File: src/rtl/flop_bank_arbiter_pkg.sv
// Shared definitions for the register-bank write arbiter: FSM encoding,
// default widths shared with the register bank, and a constant clog2 helper.
package flop_bank_arbiter_pkg;

  typedef enum logic [1:0] {
    IDLE  = 2'd0,
    WRITE = 2'd1,
    ACK   = 2'd2
  } state_t;

  localparam int N_REQ_DEF     = 4;
  localparam int DATA_W_DEF    = 8;
  localparam int ADDR_W_DEF    = 3;
  localparam int WR_CYCLES_DEF = 2;

  // Bits needed to index `value` items; never less than 1 so ports stay legal.
  function automatic int clog2(input int value);
    int result;
    result = 1;
    while ((1 << result) < value) result = result + 1;
    return result;
  endfunction

endpackage

File: src/rtl/flop_bank_arbiter_rr_priority_picker.sv
// Combinational round-robin picker: first active request at or above ptr,
// wrapping modulo N_REQ.
module rr_priority_picker
  import flop_bank_arbiter_pkg::*;
#(
  parameter int N_REQ = N_REQ_DEF,
  parameter int IDX_W = clog2(N_REQ)
) (
  input  logic [N_REQ-1:0] req,
  input  logic [IDX_W-1:0] ptr,
  output logic [N_REQ-1:0] winner_oh,
  output logic [IDX_W-1:0] winner_idx,
  output logic             valid
);

  always_comb begin
    // NOTE: every output gets a default first so no path through the loop
    // leaves one unassigned, which would otherwise infer a latch.
    winner_oh  = '0;
    winner_idx = '0;
    valid      = 1'b0;
    for (int k = 0; k < N_REQ; k++) begin
      if (!valid && req[(int'(ptr) + k) % N_REQ]) begin
        valid                               = 1'b1;
        winner_oh[(int'(ptr) + k) % N_REQ]  = 1'b1;
        winner_idx                          = IDX_W'((int'(ptr) + k) % N_REQ);
      end
    end
  end

endmodule

File: src/rtl/flop_bank_arbiter.sv
// Round-robin write sequencer for the shared flop bank: grants one requester,
// holds address/data for WR_CYCLES, pulses bank_we in the last cycle, then acks.
module flop_bank_arbiter
  import flop_bank_arbiter_pkg::*;
#(
  parameter int N_REQ     = N_REQ_DEF,
  parameter int DATA_W    = DATA_W_DEF,
  parameter int ADDR_W    = ADDR_W_DEF,
  parameter int WR_CYCLES = WR_CYCLES_DEF
) (
  input  logic                      clk,
  input  logic                      rst,
  input  logic [N_REQ-1:0]          req,
  input  logic [N_REQ*ADDR_W-1:0]   req_addr,
  input  logic [N_REQ*DATA_W-1:0]   req_data,
  output logic [N_REQ-1:0]          ack,
  output logic                      bank_we,
  output logic [ADDR_W-1:0]         bank_addr,
  output logic [DATA_W-1:0]         bank_d,
  output logic                      busy,
  output logic [clog2(N_REQ)-1:0]   grant_id
);

  localparam int IDX_W = clog2(N_REQ);
  localparam int CNT_W = clog2(WR_CYCLES);
  localparam logic [CNT_W-1:0] CNT_LOAD = CNT_W'(WR_CYCLES - 1);

  state_t             state;
  logic [CNT_W-1:0]   cnt;
  logic [IDX_W-1:0]   ptr;
  logic [N_REQ-1:0]   pick_oh;
  logic [IDX_W-1:0]   pick_idx;
  logic               pick_valid;

  rr_priority_picker #(
    .N_REQ (N_REQ),
    .IDX_W (IDX_W)
  ) u_picker (
    .req        (req),
    .ptr        (ptr),
    .winner_oh  (pick_oh),
    .winner_idx (pick_idx),
    .valid      (pick_valid)
  );

  // NOTE: all state below uses non-blocking assignments so every register
  // sees the pre-edge values of the others, independent of statement order.
  always_ff @(posedge clk) begin
    if (rst) begin
      state     <= IDLE;
      cnt       <= '0;
      ptr       <= '0;
      ack       <= '0;
      bank_we   <= 1'b0;
      bank_addr <= '0;
      bank_d    <= '0;
      busy      <= 1'b0;
      grant_id  <= '0;
    end else begin
      case (state)
        IDLE: begin
          ack <= '0;
          if (pick_valid) begin
            state     <= WRITE;
            cnt       <= CNT_LOAD;
            grant_id  <= pick_idx;
            bank_addr <= req_addr[int'(pick_idx)*ADDR_W +: ADDR_W];
            bank_d    <= req_data[int'(pick_idx)*DATA_W +: DATA_W];
            // A one-cycle window enables the bank in its first (and only) cycle.
            bank_we   <= (WR_CYCLES == 1);
            busy      <= 1'b1;
          end
        end
        WRITE: begin
          if (cnt == '0) begin
            state   <= ACK;
            bank_we <= 1'b0;
            ack     <= N_REQ'(1) << grant_id;
          end else begin
            cnt     <= cnt - 1'b1;
            bank_we <= (cnt == CNT_W'(1));
          end
        end
        ACK: begin
          state <= IDLE;
          ack   <= '0;
          busy  <= 1'b0;
          ptr   <= (int'(grant_id) == N_REQ - 1) ? '0 : grant_id + 1'b1;
        end
        default: begin
          state   <= IDLE;
          ack     <= '0;
          bank_we <= 1'b0;
          busy    <= 1'b0;
        end
      endcase
    end
  end

  // The one-hot winner is kept for visibility; the index drives all muxing.
  logic unused_pick_oh;
  assign unused_pick_oh = ^pick_oh;

endmodule

File: config.mk
export PLATFORM = sky130hd
export DESIGN_NAME = flop_bank_arbiter
export DESIGN_NICKNAME = d
export VERILOG_FILES = /design/src/rtl/flop_bank_arbiter_pkg.sv /design/src/rtl/flop_bank_arbiter_rr_priority_picker.sv /design/src/rtl/flop_bank_arbiter.sv
export SDC_FILE = /design/constraint.sdc
export NUM_CORES = 1
export LEC_CHECK = 0
export CORE_ASPECT_RATIO = 0.9
export CORE_MARGIN = 2
export CORE_UTILIZATION = 30
export DETAILED_ROUTE_END_ITERATION = 10
export GPL_TIMING_DRIVEN = 0
export PLACE_DENSITY_LB_ADDON = 0.25
export RECOVER_POWER = 100
export REMOVE_ABC_BUFFERS = 1
export SETUP_SLACK_MARGIN = 0.2
export SLEW_MARGIN = 20
export SYNTH_ARGS = -nofsm -noshare
export SYNTH_HDL_FRONTEND = slang
export SYNTH_SLANG_ARGS = --single-unit
export TNS_END_PERCENT = 10
File: constraint.sdc
create_clock -name clk -period 1.6 [get_ports clk]
set_clock_uncertainty 0.1 [all_clocks]
set_input_delay 0.32 -clock clk [delete_from_list [all_inputs] [get_ports clk]]
set_output_delay 0.32 -clock clk [all_outputs]
set_load 0.05 [all_outputs]
==> impl_metrics.yaml <==
clocking:
  cts-htree-levels: 1
  path_clk_slew_ns: 0.09
  clock_latency_ns: 0.26
  root_buffer: "clkbuf_8"
  cts_buffer_depth: 2
  clkSinkCount: 24
  numCtsBuffers: 3
  ctsHoldBuffers: 0
  cts_tree: "yes"
routing:
  drtIter0Drc: 37
  drc: 0
  via_count: 1307
  wirelength_mm: 4.03
  avgRoutedWirePerCell_um: 14.8
  viasPerCell: 4.81
  drtAntennaViolNets: 0
  drtPass1Iterations: 4
global_route:
  grt_pass1_wl_mm: 6.14
  antenna_found_initial: 0
  grtUsageMet3_pct: 2.21
  grt_pass1_vias: 1320
  busiest_layer: "met2"
  track_usage_pct: 15.9
  use_met2_pct: 29.0
  gr-usage-met1_pct: 18.0
  grt_max_degree: 13
  grt-ovfl-total: 0
finish:
  regArea_um2: 487
  fillers: 428
  layout_commonest_cell: "clkdlybuf4s50_1"
  fin_nets: 266
  most-common-layout-cells: "44 x clkdlybuf4s50_1, 21 x dfxtp_1, 20 x clkbuf_2, 17 x mux2i_1, 13 x nor2_1"
  antenna-diode-count: 0
  drive_above_1_share_pct: 35.2
  area_growth_pct: 68.6
  multi_input_area_um2: 977
worst_setup_path:
  cpPeakStageDelay_ns: 0.37
  cp_slowest_cell: "dfxtp_4"
  cp.arrival_ns: 1.71
  reg2reg_to: "bank_d[7]"
  worst_setup_path_end_kind: "register"
  path_class: "reg2reg"
  critPathRequiredTime_ns: 1.65
  r2r_cells: 7
  timing.rr.start: "ptr[1]"
  cp_cell_sequence: "nand2_2, nand3b_1, buf_4, a2bb2oi_4, buf_12, mux2i_2, o221ai_2"
  cp-start-kind: "register"
  cp_max_fo: 12
  ff2ff_setup_slack_ns: -0.05
timing:
  timing.slew.headroom_pct: 60.8
  fin_setup_tns_ns: -0.328
  slew_violations: 0
  fin_crit_sh_pct: 103
  setup_slack_ns: -0.0543
  fmax_ghz: 0.604
  timing.hold.ws_ns: 0.376
  rsz0062_at_grt: "true"
  hold_viol_final: 0
  worst_slew_pin_slew_ns: 0.590
  setup_viol: 11
  fin_crit_ns: 1.65
synthesis:
  synth-seq-area-share_pct: 34.9
  ys_warn_count: 0
  yosysUniqueCellTypes: 25
  avgSynthCellArea_um2: 10.3
  synth_cells: 134
  synth_area_um2: 1380
  ys_ff_latch: 24
die:
  die_y_um: 68.3
  coreArea_um2: 4430
  fp.dieArea_um2: 5150
  rows: 23
  initial_utilization_pct: 31.1
  die_w_um: 75.4
  io_pins: 69
min_path:
  hp-class: "reg2reg"
  hold_depth: 2
  min_from: "bank_d[1]"
  worstHoldEndpoint: "bank_d[1]"
power_and_ir_drop:
  ir_drop_mv: 0.408
  p_leak_nw: 0.886
  total_power_mw: 1.84
  p_per_area_nw_per_um2: 791
job:
  maxCapViolCount: 0
status:
  violations: "negative setup slack"
  status: "finished, violations left"
placement:
  dp_hpwl_mm: 2.80
  place_ws_ns: -1.02
  gp_congestion: 0.656
  io_buffers: 68
[critical path: cells and delay by family, from the launching register on]
family	cells	cell delay, ns
muxes	1	0.27
AOI/OAI and AO/OA	2	0.27
and+or+nand+nor	2	0.18
DFF	1	0.37
buffers and inverters	2	0.34
[synthesized netlist by cell type]
| library cell | instances | area share (%) |
|---|---|---|
| a21oi_1 | 9 | 3.3 |
| a2bb2oi_4 | 1 | 1.9 |
| and2b_1 | 1 | 0.55 |
| buf_2 | 1 | 0.36 |
| buf_4 | 2 | 1.1 |
| buf_6 | 4 | 3.3 |
| clkbuf_1 | 1 | 0.27 |
| dfxtp_1 | 24 | 35 |
| ha_1 | 4 | 3.6 |
| inv_1 | 3 | 0.82 |
| mux2i_1 | 29 | 21 |
| nand2_1 | 13 | 3.5 |
| nand2_2 | 1 | 0.45 |
| nand2b_1 | 5 | 2.3 |
| nand3b_1 | 1 | 0.55 |
| nor2_1 | 13 | 3.5 |
| nor2_8 | 1 | 1.5 |
| nor2b_1 | 1 | 0.45 |
| nor3_1 | 3 | 1.1 |
| nor3b_1 | 1 | 0.55 |
| nor4_2 | 1 | 0.91 |
| o21ai_2 | 1 | 0.64 |
| o221ai_2 | 11 | 12 |
| o22ai_1 | 1 | 0.45 |
| or3_1 | 2 | 0.91 |
[layer usage]
metal | share of wire [%] | vias up
met5 | 0 | -
li1 | - | 645
met2 | 54 | 36
met3 | 3.6 | 8
met1 | 41 | 618
met4 | 2.2 | 0
[what timing repair did]
item / 4_1_cts / 5_1_grt
gates resized for setup: 110 / 34
endpoints found under the setup margin: 41 / 27
buffers inserted: 11 / 0
cloned: 2 / 0
pin swaps: 5 / 2
[worst max path at each step]
stage                     slack, ns  cells past startpoint   start            to
after floorplan               -0.24                      5  ptr[0]  bank_addr[1]
after global placement        -0.91                      5  req[1]     bank_d[7]
after detailed placement      -1.02                      6  req[0]  bank_addr[2]
after CTS                    -0.001                      7  ptr[1]     bank_d[7]
after global routing          -0.11                      7  ptr[1]     bank_d[3]
final                         -0.05                      7  ptr[1]     bank_d[7]
[cell families after synthesis]
family,count (synthesis),synth area share [%]
simple gates,43,16.3
fa+ha+maj,4,3.64
buf+inv,11,5.82
compound gates,23,18.3
flops,24,34.9
mux,29,21.1
[state kept, by name, indices dropped and copies added, names as in the netlist]
name and cells:
bank_we 1, state 2, bank_d 8, ack 4
grant_id 2, cnt 1, busy 1, ptr 2
bank_addr 3
[layout make-up]
class | count | share of cell area (%)
clock buffer | 3 | 1.78
inverter | 3 | 0.485
timing repair buffer | 80 | 31.3
sequential | 24 | 21.0
tap | 62 | 3.34
multi-input combinational | 100 | 42.1
[stage by stage]
step                      util [%]  instances  cell area, um2
final                         52.4        272            2320
after global placement        46.6        256            2070
after detailed placement      46.6        256            2070
after floorplan                  -        126            1310
after global routing          52.4        272            2320
after CTS                     52.9        272            2340
[report_power, final]
part           switching (mW)  leakage [nW]  internal [mW]
logic                   0.426         0.665          0.349
registers              0.0476         0.199          0.658
clock network           0.186        0.0216          0.168
total                   0.660         0.886           1.18
(Power assumes the default switching activity.)
